## src/rtl/vga_vram_arbiter.sv

```systemverilog
// Shares one synchronous VRAM port between display prefetch and a pixel writer and unpacks
// fetched words into a registered pixel stream. Define VGA_ARB_VBLANK_ONLY_EN to restrict writes to VBLANK.
module vga_vram_arbiter #(
    parameter int H_ACTIVE = 640,
    parameter int H_TOTAL  = 800,
    parameter int V_ACTIVE = 480,
    parameter int V_TOTAL  = 525,
    parameter int PIX_W    = 4,
    parameter int ADDR_W   = 17,
    localparam int DATA_W  = 4 * PIX_W
) (
    input  logic              CLK,
    input  logic              RST_N,
    input  logic [9:0]        i_Col,
    input  logic [9:0]        i_Row,
    input  logic              i_Wr_Valid,
    input  logic [ADDR_W-1:0] i_Wr_Addr,
    input  logic [DATA_W-1:0] i_Wr_Data,
    output logic              o_Wr_Ready,
    output logic              o_Mem_En,
    output logic              o_Mem_We,
    output logic [ADDR_W-1:0] o_Mem_Addr,
    output logic [DATA_W-1:0] o_Mem_Wdata,
    input  logic [DATA_W-1:0] i_Mem_Rdata,
    output logic [PIX_W-1:0]  o_Pixel,
    output logic              o_Pixel_Valid,
    output logic              o_Drop
);

    localparam int WPL = H_ACTIVE / 4;
    localparam logic [9:0] H_ACT_C       = 10'(H_ACTIVE);
    localparam logic [9:0] H_FETCH_END_C = 10'(H_ACTIVE - 4);
    localparam logic [9:0] H_W0_C        = 10'(H_TOTAL - 4);
    localparam logic [9:0] H_LAST_C      = 10'(H_TOTAL - 1);
    localparam logic [9:0] V_ACT_C       = 10'(V_ACTIVE);
    localparam logic [9:0] V_ACT_LAST_C  = 10'(V_ACTIVE - 1);
    localparam logic [9:0] V_LAST_C      = 10'(V_TOTAL - 1);
    localparam logic [ADDR_W-1:0] WPL_C   = ADDR_W'(WPL);
    localparam logic [ADDR_W-1:0] WORDS_C = ADDR_W'(WPL * V_ACTIVE);

    typedef enum logic {
        ST_SCAN   = 1'b0,
        ST_VBLANK = 1'b1
    } state_t;

    state_t             state_r;
    state_t             state_nxt_s;
    logic               enter_vblank_s;
    logic               fetch_slot_s;
    logic               fetch_w0_s;
    logic [9:0]         fetch_row_s;
    logic [7:0]         fetch_word_s;
    logic [9:0]         next_row_s;
    logic [ADDR_W-1:0]  fetch_addr_s;
    logic               wr_fire_s;
    logic               wr_in_range_s;
    logic               active_s;
    logic [PIX_W-1:0]   pixel_s;
    logic               rd_pend_r;
    logic               rd_pend_w0_r;
    logic               rd_valid_r;
    logic               rd_valid_w0_r;
    logic [DATA_W-1:0]  shadow_r;
    logic [DATA_W-1:0]  cur_r;
    logic               primed_r;

    function automatic logic [PIX_W-1:0] lane_sel(input logic [DATA_W-1:0] word, input logic [1:0] lane);
        case (lane)
            2'd0:    lane_sel = word[0*PIX_W +: PIX_W];
            2'd1:    lane_sel = word[1*PIX_W +: PIX_W];
            2'd2:    lane_sel = word[2*PIX_W +: PIX_W];
            default: lane_sel = word[3*PIX_W +: PIX_W];
        endcase
    endfunction

    assign next_row_s = (i_Row == V_LAST_C) ? 10'd0 : (i_Row + 10'd1);

    // Fetch slot decode: next word of the current line, or word 0 of the next visible line.
    always_comb begin
        fetch_slot_s = 1'b0;
        fetch_w0_s   = 1'b0;
        fetch_row_s  = i_Row;
        fetch_word_s = 8'd0;
        if ((i_Col[1:0] == 2'b00) && (i_Col < H_FETCH_END_C) && (i_Row < V_ACT_C)) begin
            fetch_slot_s = 1'b1;
            fetch_word_s = i_Col[9:2] + 8'd1;
        end else if ((i_Col == H_W0_C) && (next_row_s < V_ACT_C)) begin
            fetch_slot_s = 1'b1;
            fetch_w0_s   = 1'b1;
            fetch_row_s  = next_row_s;
        end else begin
            fetch_slot_s = 1'b0;
        end
    end

    assign fetch_addr_s  = (ADDR_W'(fetch_row_s) * WPL_C) + ADDR_W'(fetch_word_s);
    assign wr_in_range_s = (i_Wr_Addr < WORDS_C);
    assign active_s      = (i_Col < H_ACT_C) && (i_Row < V_ACT_C);
    assign pixel_s       = (i_Col[1:0] == 2'b00) ? lane_sel(shadow_r, 2'b00) : lane_sel(cur_r, i_Col[1:0]);

`ifdef VGA_ARB_VBLANK_ONLY_EN
    assign o_Wr_Ready = RST_N && !fetch_slot_s && (state_r == ST_VBLANK);
`else
    assign o_Wr_Ready = RST_N && !fetch_slot_s;
`endif
    assign wr_fire_s = i_Wr_Valid && o_Wr_Ready;

    // Frame state register.
    always_ff @(posedge CLK or negedge RST_N) begin
        if (!RST_N) begin
            state_r <= ST_VBLANK;
        end else begin
            state_r <= state_nxt_s;
        end
    end

    // Frame state transitions at the last column of the last active / last total row.
    always_comb begin
        state_nxt_s    = state_r;
        enter_vblank_s = 1'b0;
        case (state_r)
            ST_SCAN: begin
                if ((i_Row == V_ACT_LAST_C) && (i_Col == H_LAST_C)) begin
                    state_nxt_s    = ST_VBLANK;
                    enter_vblank_s = 1'b1;
                end else begin
                    state_nxt_s = ST_SCAN;
                end
            end
            ST_VBLANK: begin
                if ((i_Row == V_LAST_C) && (i_Col == H_LAST_C)) begin
                    state_nxt_s = ST_SCAN;
                end else begin
                    state_nxt_s = ST_VBLANK;
                end
            end
            default: state_nxt_s = ST_VBLANK;
        endcase
    end

    // Memory request register; fetch has priority, out-of-range writes are swallowed.
    always_ff @(posedge CLK or negedge RST_N) begin
        if (!RST_N) begin
            o_Mem_En    <= 1'b0;
            o_Mem_We    <= 1'b0;
            o_Mem_Addr  <= {ADDR_W{1'b0}};
            o_Mem_Wdata <= {DATA_W{1'b0}};
            o_Drop      <= 1'b0;
        end else begin
            if (fetch_slot_s) begin
                o_Mem_En    <= 1'b1;
                o_Mem_We    <= 1'b0;
                o_Mem_Addr  <= fetch_addr_s;
                o_Mem_Wdata <= {DATA_W{1'b0}};
            end else if (wr_fire_s && wr_in_range_s) begin
                o_Mem_En    <= 1'b1;
                o_Mem_We    <= 1'b1;
                o_Mem_Addr  <= i_Wr_Addr;
                o_Mem_Wdata <= i_Wr_Data;
            end else begin
                o_Mem_En <= 1'b0;
                o_Mem_We <= 1'b0;
            end
            o_Drop <= wr_fire_s && !wr_in_range_s;
        end
    end

    // Read-return tracking: data is on i_Mem_Rdata two cycles after the fetch slot.
    always_ff @(posedge CLK or negedge RST_N) begin
        if (!RST_N) begin
            rd_pend_r     <= 1'b0;
            rd_pend_w0_r  <= 1'b0;
            rd_valid_r    <= 1'b0;
            rd_valid_w0_r <= 1'b0;
        end else begin
            rd_pend_r     <= fetch_slot_s;
            rd_pend_w0_r  <= fetch_w0_s;
            rd_valid_r    <= rd_pend_r;
            rd_valid_w0_r <= rd_pend_w0_r;
        end
    end

    // Unpack path: shadow capture, word hand-over at lane 0, registered pixel out.
    always_ff @(posedge CLK or negedge RST_N) begin
        if (!RST_N) begin
            shadow_r      <= {DATA_W{1'b0}};
            cur_r         <= {DATA_W{1'b0}};
            primed_r      <= 1'b0;
            o_Pixel       <= {PIX_W{1'b0}};
            o_Pixel_Valid <= 1'b0;
        end else begin
            if (rd_valid_r) begin
                shadow_r <= i_Mem_Rdata;
            end
            if (active_s && (i_Col[1:0] == 2'b00)) begin
                cur_r <= shadow_r;
            end
            if (enter_vblank_s) begin
                primed_r <= 1'b0;
            end else if (rd_valid_r && rd_valid_w0_r) begin
                primed_r <= 1'b1;
            end
            o_Pixel       <= pixel_s;
            o_Pixel_Valid <= active_s && primed_r;
        end
    end

endmodule

```

## config.mk

```make
export PLATFORM = sky130hd
export DESIGN_NAME = vga_vram_arbiter
export DESIGN_NICKNAME = d
export VERILOG_FILES = /design/src/rtl/vga_vram_arbiter.sv
export SDC_FILE = /design/constraint.sdc
export NUM_CORES = 1
export LEC_CHECK = 0
export BUFFER_PORTS_ARGS = -buffer_cell sky130_fd_sc_hd__buf_4
export CORE_MARGIN = 10
export CORE_UTILIZATION = 40
export DETAILED_ROUTE_END_ITERATION = 8
export PLACE_DENSITY = 0.75
export SETUP_SLACK_MARGIN = 0.02
export SYNTH_ARGS = -nofsm -noshare
export SYNTH_HDL_FRONTEND = slang
export SYNTH_SLANG_ARGS = --single-unit
```

## constraint.sdc

```tcl
create_clock -name CLK -period 2.08 [get_ports CLK]
set_input_delay 0.104 -clock CLK [delete_from_list [all_inputs] [get_ports CLK]]
set_output_delay 0.104 -clock CLK [all_outputs]
set_load 0.05 [all_outputs]
```

Yosys cells after proc, flatten, opt, wreduce, memory -nomap -nowiden
Cells that the tools add are included.

Register bits after elaboration: 79. Latch bits: 0. Bits in writable memories: 0. ROM bits: 0. Bits of input ports: 72. Output and inout port bits: 42. Logic and storage cells: 71. Memories kept: 0.

Add/subtract/negate cells: 3. Multiply operators: 1. Divide/modulo/power cells: 0. Magnitude comparators: 5. Eq/ne operators: 6. Shift-type cells: 0. Muxes and demuxes: 22. Bitwise logic cells: 1. Reduce and logical (&&, ||, !) cells: 18.

Operator list (count): $mux W17 (2); $mux W16 (2); $eq A10 B10 Y1 const B (3); $mux W10 (3); $lt A10 B10 Y1 const B (2); $lt A10 B9 Y1 const B (2); $add A17 B8 Y17 (1); $lt A17 B17 Y1 const B (1); $logic_and A1 B1 Y1 (13); $mul A10 B3 Y12 const B (1); $mux W1 (11); $add A10 B1 Y10 const B (1); $eq A10 B9 Y1 const B (1); $add A8 B1 Y8 const B (1); $mux W8 (1); $pmux W4 S2 (1); $mux W4 (1); $reduce_bool A2 Y1 (2); $eq A2 B1 Y1 const B (1); $eq A2 B2 Y1 const B (1); $logic_not A1 Y1 (2); $logic_not A2 Y1 (1); $pmux W1 S2 (1); $not A1 Y1 (1).

Depth between registers and ports, before layout
Gate-level depths: netlist (run 1).

Depth after elaboration: 12. Depth in mapped cells: 20. Gate-level depth less buffers: 20.

Least setup slack after synthesis (run 1)
Ideal clock, no wire load.

Path type: input -> register. Start: input port i_Col[2]. End: register o_Mem_Addr[16]. Data arrival time: 4.306 ns. Path slack: -2.307 ns. Stages: 17. Buffers on the path: 1. Cells stage by stage: ha_1 nand4b_1 nor4b_1 nand2_1 or2_1 buf_2 nor3_2 mux2_1 ha_1 inv_1 fa_1 xor2_1 nor4b_1 nand4_2 or4_4 a21o_1 a31oi_1.

Longest elaborated chain between the ends: 9. Elaborated cells on any way between the ends: 19. Classes of those cells: 2 x add/sub; 1 x mul; 1 x order compare; 1 x eq/ne; 6 x mux; 8 x reduce/logical.

RTL lines: start, declared (line 14) `input logic [9:0] i_Col,`; branches (longest 9 deep; another with $add A17 B8 Y17); end signal, assigned (line 146) `o_Mem_Addr <= {ADDR_W{1'b0}};`; end signal, assigned (line 153) `o_Mem_Addr <= fetch_addr_s;`; end signal, assigned (line 158) `o_Mem_Addr <= i_Wr_Addr;`; end, declared (line 22) `output logic [ADDR_W-1:0] o_Mem_Addr,`.

Parallel ways; which one is timed is not known. A chain may end at the register's enable or synchronous reset.

Worst setup path after layout (run 1)
Start: input port i_Row[8]. End: register o_Mem_Addr[16].

Longest elaborated chain between the ends: 11. Elaborated cells on any way between the ends: 20. Classes of those cells: 2 x add/sub; 1 x mul; 2 x order compare; 1 x eq/ne; 7 x mux; 7 x reduce/logical.

RTL lines: start, declared (line 15) `input logic [9:0] i_Row,`; branches (longest 11 deep; another with $add A17 B8 Y17).

Parallel ways; which one is timed is not known.

==> reports/qor.tcl, run 1 <==
set qor(run_status) {complete, but fails checks}
set qor(failed_checks) {negative setup slack}
set qor(netlist_top_cells_area) {sky130_fd_sc_hd__dfrtp_1 44%, sky130_fd_sc_hd__mux2_2 8.8%, sky130_fd_sc_hd__ha_1 7.7%}
set qor(sw_frac_of_total_pct) 36.7
set qor(sequential_cell_area_sq_um) 1880
set qor(start_util_pct) 41.1
set qor(synth.yosys.warnings) 0
set qor(maxClockFrequency_ghz) 0.270
set qor(finalSetupViolations) 11
set qor(synth_area_in_compound_gates_pct) 12.6
set qor(drtAntennaViolNets) 0
set qor(cts.reportedPaths.clkPinSlew_ns) 0.09
set qor(sequential_to_total_area_share_from_yosys_stat_pct) 44.3
set qor(pwr-share-seq_pct) 36.0
set qor(clock_tree.buffer_depth) 2
set qor(setup.worst_path.end_class) {flop}
set qor(share_clk_of_total_power_pct) 24.3
set qor(cellInternalPower_mw) 3.42
set qor(worst-setup-path-type) {in2reg}
set qor(final-hold-violation-count) 0
set qor(layout.nets) 774
set qor(antennaDiodeCount) 0
set qor(synth_top_family_by_area) {simple AND/OR/NAND/NOR gates}
set qor(die_h_um) 123
set qor(timing.critical_path.arrival_ns) 3.97
set qor(grt_pass1_wl_um) 22500
set qor(detailedRoute.firstPassIterationCount) 4
set qor(p_comb_share_pct) 39.7
set qor(max_slew_margin_pct) 53.1
set qor(maximum_number_of_pins_on_one_net_before_global_route_repair) 52
set qor(post-route-util_pct) 68.8
set qor(design_power_total_mw) 5.41
set qor(power.switching_mw) 1.99
set qor(multiplexer_share_of_the_synthesized_area_pct) 10.9
set qor(synth_adder_area_share_pct) 8.61
set qor(ioPinCount) 114
set qor(wl_met3_um) 704
set qor(vias_in_the_first_global_route) 4600
set qor(crit_path_top_delay_cell) {sky130_fd_sc_hd__or4_4}
set qor(fp.dieArea_sq_um) 15100
set qor(cts_tree) {built}
set qor(synth_edf_count) 0
set qor(routed_via_density) 5.07
set qor(drc) 0
set qor(fillerInstances) 737
set qor(ys_seq_elements) 75
set qor(cts-buffers-inserted) 9
set qor(multi_input_comb_area_sq_um) 2710
set qor(cpMostUsedCell) {sky130_fd_sc_hd__a21oi_2}
set qor(antenna_found_initial) 0
set qor(fin_skew_ns) 0.00971
set qor(finalWorstSetupSlack_ns) -1.63
set qor(final_layout_size_suffix_gt1_share_pct) 50.5
set qor(floorplan.rows) 37
set qor(critPathBufInv) 2
set qor(crit_path_start_kind) {input port}
set qor(synthesis.area_sq_um) 4240
set qor(routedWlPerCell_um) 17.1
set qor(route.vias.total) 4135
set qor(gp_congestion) 0.934
set qor(synth.avg_cell_area_sq_um) 9.96
set qor(met2RoutedLength_um) 7210
set qor(cell_area_reported_after_detailed_placement_sq_um) 6120
set qor(synth_largest_area_cell) {sky130_fd_sc_hd__dfrtp_1}
set qor(power.leakage_nw) 3.32
set qor(layout_min_cycle_time_ns) 3.71
set qor(syn_inst) 426
set qor(m1WireLength_um) 5890
set qor(synth_simple_gate_area_share_pct) 16.1
set qor(min-delay-path-class) {in2reg}
set qor(synth_top_flop_cell) {sky130_fd_sc_hd__dfrtp_1}
set qor(cellPowerDensity_nw_per_um2) 762
set qor(postSynthNetCount) 526
set qor(cp_cell_sequence) {buf_4, nor4_4, nand3_1, nor3_2, a21oi_2, or2_4, nor3_4, mux2_4, ha_4, inv_2, fa_2, nor2b_2, o211ai_1, a21oi_2, xnor2_2, or4_4, a21o_1, a31oi_1}
set qor(cts_root_buffer) {sky130_fd_sc_hd__clkbuf_8}
set qor(yosysTopAreaCellShare_pct) 43.6
set qor(synth-xor-area-share_pct) 4.95
set qor(global_route.overflow_total) 0
set qor(unrepaired_setup_endpoints_after_global_routing) {yes}
set qor(clock_latency_ns) 0.35
set qor(portBuffers) 113
set qor(detail_route.iter0.violations) 270
set qor(cts.sink_count) 75
set qor(global_route.usage.total_pct) 18.2
set qor(top_signal_layer_used) {met4}
set qor(design.core.area_sq_um) 10300
set qor(drt-total-wl_um) 14000
set qor(critical_path_required_ns) 2.34
set qor(worst_path_largest_cell_delay_ns) 0.53
set qor(report.final.slew_viol_count) 0
set qor(die_width_um) 123
set qor(tightest_slew_ns) 0.704
set qor(power.ir.vdd_worst_mv) 0.500
set qor(post-route-period-util_pct) 178
set qor(path_delay_family) {simple AND/OR/NAND/NOR gates}
set qor(area_growth_pct) 67.4
set qor(htree_num_levels) 3
set qor(stdcell_area_sq_um) 7100
set qor(dp_hpwl_um) 10200
set qor(postSynth.asyncResetShare_pct) 100
set qor(synth.lib_cells_used.distinct) 51
set qor(cap_violations) 0
set qor(crit_fanout) 5
## worst min-delay path: cells and delay by family
family	cells	cell delay [ns]
AOI/OAI and AO/OA	1	0.06
buffers and inverters	1	0.11
and+or+nand+nor	1	0.05
## layer usage
layer | vias to the layer above | track usage (%)
met5 | - | 0
met4 | 0 | 3.93
met3 | 18 | 4.10
met2 | 117 | 32.6
met1 | 1999 | 21.8
li1 | 2001 | -
## worst paths after layout
| check | to | from | slack (ns) | cells after the start |
|---|---|---|---|---|
| setup reg to reg | shadow_r[2] | rd_valid_r | 0.74 | 1 |
| max in group asynchronous | o_Mem_Addr[5] | RST_N | 0.73 | 4 |
| hold reg to reg | rd_valid_w0_r | rd_pend_w0_r | 0.37 | 0 |
| setup / recovery | o_Mem_Addr[16] | i_Row[8] | -1.63 | 18 |
| min in group asynchronous | o_Drop | RST_N | 0.40 | 3 |
| hold / removal | o_Mem_Wdata[15] | i_Wr_Data[15] | 0.01 | 3 |
## area by class of cell
type                       instances  area share, %
timing repair buffer             253           29.1
clock inverter                     7           1.48
sequential                        75           26.4
multi-input combinational        323           38.2
inverter                          12          0.634
clock buffer                       9           1.74
tap                              136           2.40
## cells by family after synthesis
group,count (synthesis)
DFF,75
xor gates and xnor gates,24
adders and majority gates,28
and+or+nand+nor,139
muxes,42
AOI/OAI and AO/OA,90
buffers and inverters,28
## synth_stat cells (2+ instances only)
master                     instances
sky130_fd_sc_hd__dfrtp_1          74
sky130_fd_sc_hd__nand2_1          64
sky130_fd_sc_hd__mux2_2           33
sky130_fd_sc_hd__a21oi_1          29
sky130_fd_sc_hd__ha_1             26
sky130_fd_sc_hd__o21ai_0          21
sky130_fd_sc_hd__nand3_1          18
sky130_fd_sc_hd__nor2_1           16
sky130_fd_sc_hd__clkbuf_1         12
sky130_fd_sc_hd__xnor2_1          12
sky130_fd_sc_hd__xor2_1           12
sky130_fd_sc_hd__inv_1            11
sky130_fd_sc_hd__o21ai_1          10
sky130_fd_sc_hd__mux2i_1           8
sky130_fd_sc_hd__and2_1            7
sky130_fd_sc_hd__nor3_1            6
sky130_fd_sc_hd__a211oi_1          4
sky130_fd_sc_hd__a22oi_1           4
sky130_fd_sc_hd__o211ai_1          4
sky130_fd_sc_hd__o31ai_1           4
sky130_fd_sc_hd__a21o_1            3
sky130_fd_sc_hd__a31oi_1           3
sky130_fd_sc_hd__buf_2             3
sky130_fd_sc_hd__nor2b_1           3
sky130_fd_sc_hd__nor4b_1           3
sky130_fd_sc_hd__or2_2             3
sky130_fd_sc_hd__fa_1              2
sky130_fd_sc_hd__nand3_2           2
sky130_fd_sc_hd__nor3_2            2
sky130_fd_sc_hd__nor3b_1           2
sky130_fd_sc_hd__nor4_1            2
sky130_fd_sc_hd__o211a_1           2
sky130_fd_sc_hd__o311ai_1          2
sky130_fd_sc_hd__or2_1             2
## cells in the final DEF, fill, tap and decap left out, types with 5 or more instances in the layout
cell type                       instances
sky130_fd_sc_hd__clkbuf_8               9
sky130_fd_sc_hd__dfrtp_1               74
sky130_fd_sc_hd__and2_1                 6
sky130_fd_sc_hd__mux2i_1                8
sky130_fd_sc_hd__xnor2_2                5
sky130_fd_sc_hd__inv_1                  9
sky130_fd_sc_hd__nor2_1                15
sky130_fd_sc_hd__xor2_1                 8
sky130_fd_sc_hd__o21ai_1               11
sky130_fd_sc_hd__buf_6                 14
sky130_fd_sc_hd__nand2_1               62
sky130_fd_sc_hd__o21ai_0               16
sky130_fd_sc_hd__buf_4                205
sky130_fd_sc_hd__nand3_1               15
sky130_fd_sc_hd__a21oi_1               25
sky130_fd_sc_hd__dlygate4sd3_1         31
sky130_fd_sc_hd__xnor2_1                7
sky130_fd_sc_hd__mux2_2                33
sky130_fd_sc_hd__ha_1                  14
sky130_fd_sc_hd__ha_4                  11
## metrics by stage
stage                     hold WS, ns  worst slack [ns]  cells  setup TNS (ns)
after floorplan                -0.192             -1.80    426          -11.14
after global placement          0.200             -1.95    754          -14.68
after global routing          0.00820             -1.76    815          -12.10
final                          0.0150             -1.63    815          -10.92
after CTS                     0.00763             -1.54    812           -9.61
after detailed placement        0.216             -2.07    754          -15.20
## power by group through the flow
| stage | combinational, mW | sequential (mW) | clock [mW] |
|---|---|---|---|
| 6_report | 2.15 | 1.95 | 1.32 |
| 5_1_grt | 2.30 | 1.98 | 1.40 |
| 4_1_cts | 2.08 | 1.95 | 1.35 |
| 3_5_place_dp | 1.92 | 1.97 | 0 |
| 3_3_place_gp | 1.88 | 1.95 | 0 |
| 2_1_floorplan | 0.658 | 2.44 | 0 |
## state kept, by name, summed over array words and instances, names as in the netlist, 4 cells and up
register,cells
o_Mem_Addr,17
o_Mem_Wdata,16
shadow_r,16
cur_r,12
o_Pixel,4
## what timing repair did
item                                    in CTS  in global routing
pin swaps                                   21                 17
endpoints found under the hold margin       53                  0
endpoints found under the setup margin      11                 11
hold buffers                                31                  0
buffers inserted                            14                  7
gates resized for setup                     45                 24
No activity file was read; power rests on OpenSTA's default activity.
==> run 2: changes to the inputs <==
- PLACE_DENSITY: 0.75 -> not set
==> run 2 against run 1 <==
The run still ends with negative setup slack left. Count of clock-buffer cells in the layout up 1. Routed wire length down 2.6%. Cell count up 0.25%. Clock power about the same. Global-route usage down 0.25 points. Sequential power about the same. Via count down 0.44%. Worst setup slack worse by 0.0062 ns. Non-clock buffer count up 2. First-iteration DRC count down 27%. Critical path depth up 1. Clock skew down 0.0033 ns. Critical path type unchanged. Critical endpoint unchanged.
==> reports/qor.tcl, run 2 (same netlist as run 1, synthesis figures left out) <==
set qor(grt_pass1_wl_um) 21700 ;# -3.8%
set qor(clock_latency_ns) 0.36 ;# about the same
set qor(layout.nets) 776 ;# +0.26%
set qor(fp.dieArea_sq_um) 15100 ;# unchanged
set qor(crit_path_start_kind) {input port}
set qor(cts.sink_count) 75 ;# unchanged
set qor(floorplan.rows) 37 ;# unchanged
set qor(portBuffers) 113 ;# unchanged
set qor(maximum_number_of_pins_on_one_net_before_global_route_repair) 76 ;# +46%
set qor(start_util_pct) 41.1 ;# unchanged
set qor(cts_root_buffer) {sky130_fd_sc_hd__clkbuf_8}
set qor(setup.worst_path.end_class) {flop}
set qor(cellPowerDensity_nw_per_um2) 757 ;# -0.71%
set qor(htree_num_levels) 3 ;# unchanged
set qor(largestRegisters) {o_Mem_Addr (17), o_Mem_Wdata (16), shadow_r (16)}
set qor(final-hold-violation-count) 0 ;# unchanged
set qor(post-route-period-util_pct) 179 ;# +0.30 points
set qor(run_status) {complete, but fails checks}
set qor(die_h_um) 123 ;# unchanged
set qor(maxClockFrequency_ghz) 0.269 ;# -0.17%
set qor(crit_fanout) 5 ;# unchanged
set qor(totalNegativeSetupSlack_ns) -10.21 ;# +0.717 ns
set qor(route.vias.total) 4117 ;# -0.44%
set qor(report.final.slew_viol_count) 0 ;# unchanged
set qor(post-route-util_pct) 69.0 ;# +0.22 points
set qor(design.core.area_sq_um) 10300 ;# unchanged
set qor(final_layout_size_suffix_gt1_share_pct) 50.2 ;# -0.30 points
set qor(clock_tree.buffer_depth) 2 ;# unchanged
set qor(power.ir.vdd_worst_mv) 0.582 ;# +16%
set qor(min-delay-path-class) {in2reg}
set qor(cts-buffers-inserted) 9 ;# unchanged
set qor(global_route.overflow_total) 0 ;# unchanged
set qor(largest_register) {o_Mem_Addr}
set qor(commonest_cells_after_routing_fill_and_taps_aside) {210 x sky130_fd_sc_hd__buf_4, 74 x sky130_fd_sc_hd__dfrtp_1, 64 x sky130_fd_sc_hd__nand2_1, 33 x sky130_fd_sc_hd__mux2_2, 32 x sky130_fd_sc_hd__dlygate4sd3_1}
set qor(die_width_um) 123 ;# unchanged
set qor(largest_reg_flops) 17 ;# unchanged
set qor(antennaDiodeCount) 0 ;# unchanged
set qor(failed_checks) {negative setup slack}
set qor(finalWorstSetupSlack_ns) -1.64 ;# -0.00621 ns
set qor(cts.reportedPaths.clkPinSlew_ns) 0.08 ;# about the same
set qor(detail_route.iter0.violations) 197 ;# -27%
set qor(fin_skew_ns) 0.00643 ;# -0.00328 ns
set qor(pre_cts_slack_ns) -2.03 ;# +0.0414 ns
set qor(detailedRoute.firstPassIterationCount) 4 ;# unchanged
set qor(antenna_found_initial) 0 ;# unchanged
set qor(tightest_slew_ns) 0.943 ;# +0.239 ns
set qor(finalSetupViolations) 11 ;# unchanged
set qor(layout_min_cycle_time_ns) 3.72 ;# +0.00621 ns
set qor(global_route.usage.total_pct) 17.9 ;# -0.25 points
set qor(timing.critical_path.arrival_ns) 3.99 ;# +0.02 ns
set qor(routedWlPerCell_um) 16.6 ;# -2.9%
set qor(gp_congestion) 0.886 ;# -5.2%
set qor(layout_commonest_cell) {sky130_fd_sc_hd__buf_4}
set qor(critical_path_required_ns) 2.36 ;# +0.02 ns
set qor(vias_in_the_first_global_route) 4403 ;# -4.3%
set qor(drt-total-wl_um) 13600 ;# -2.6%
set qor(area_growth_pct) 67.9
set qor(dp_hpwl_um) 10100 ;# -1.5%
set qor(unrepaired_setup_endpoints_after_global_routing) {yes}
set qor(power.leakage_nw) 3.36 ;# +1.3%
set qor(cap_violations) 0 ;# unchanged
set qor(ioPinCount) 114 ;# unchanged
set qor(worst-setup-path-type) {in2reg}
set qor(max_slew_margin_pct) 37.1 ;# -16 points
set qor(drtAntennaViolNets) 0 ;# unchanged
set qor(drc) 0 ;# unchanged
set qor(routed_via_density) 5.04 ;# -0.68%
set qor(cts_tree) {built}
run 2: power by group:
group | total (mW) | leakage, nW | switching, mW | internal [mW]
Sequential | 1.94 | 0.925 | 0.173 | 1.77
Clock | 1.30 | 0.119 | 0.579 | 0.722
Combinational | 2.14 | 2.32 | 1.19 | 0.954
Total | 5.39 | 3.36 | 1.94 | 3.45
run 2: cell type report:
type / instances / area [sq um]
inverter: 12 / 45.0
clock buffer: 10 / 138
fill: 781 / 3200
tap: 136 / 170
sequential: 75 / 1880
multi-input combinational: 323 / 2720
timing repair buffer: 255 / 2070
clock inverter: 6 / 97.6
run 2: what timing repair did:
action / in CTS / in global routing
pin swaps: 21 / 18
setup endpoints to repair: 11 / 11
gates resized for setup: 37 / 25
buffers inserted: 6 / 9
hold endpoints to repair: 32 / 0
hold buffers: 32 / 0
run 2: worst max-delay path: stages:
cell,delay [ns]
sky130_fd_sc_hd__buf_12,0.11
sky130_fd_sc_hd__ha_4,0.16
sky130_fd_sc_hd__nand4_1,0.14
sky130_fd_sc_hd__nor4_4,0.06
sky130_fd_sc_hd__o311ai_4,0.33
sky130_fd_sc_hd__a21oi_2,0.11
sky130_fd_sc_hd__or2_4,0.27
sky130_fd_sc_hd__nor3_4,0.13
sky130_fd_sc_hd__mux2_4,0.35
sky130_fd_sc_hd__ha_4,0.29
sky130_fd_sc_hd__inv_2,0.04
sky130_fd_sc_hd__fa_2,0.38
sky130_fd_sc_hd__xor2_2,0.18
sky130_fd_sc_hd__nor4b_2,0.25
sky130_fd_sc_hd__buf_4,0.17
sky130_fd_sc_hd__nand4_4,0.11
sky130_fd_sc_hd__or4_4,0.43
sky130_fd_sc_hd__a21o_1,0.18
sky130_fd_sc_hd__a31oi_2,0.19
run 2: per-layer routing:
metal  vias up  routed length (um)  global-route usage (%)
met5         -                   0                       0
met1      1988                5850                    21.6
met3        17                 839                    5.70
li1       2008                   -                       -
met4         0                 218                    5.53
met2       104                6700                    30.1
run 2: worst paths after layout:
path | cells past startpoint | slack, ns | end | start
worst max register to register | 1 | 0.72 | shadow_r[6] | rd_valid_r
max in group asynchronous | 2 | 1.44 | o_Mem_Addr[6] | RST_N
min in group asynchronous | 2 | 0.06 | o_Mem_Addr[3] | RST_N
worst min-delay path | 3 | 0.02 | o_Mem_Addr[9] | i_Wr_Addr[9]
worst min register to register | 0 | 0.36 | rd_valid_r | rd_pend_r
worst max-delay path | 19 | -1.64 | o_Mem_Addr[16] | i_Row[0]
run 2: through the flow:
step | hold slack (ns) | instances | total power, mW | instance area [sq um]
global placement | 0.334 | 757 | 3.86 | 6160
CTS | 0.000837 | 811 | 5.33 | 6940
global route | 0.0170 | 817 | 5.66 | 7130
floorplan | -0.192 | 426 | 3.10 | 4440
detailed placement | 0.341 | 757 | 3.89 | 6160
finish | 0.0211 | 817 | 5.39 | 7130
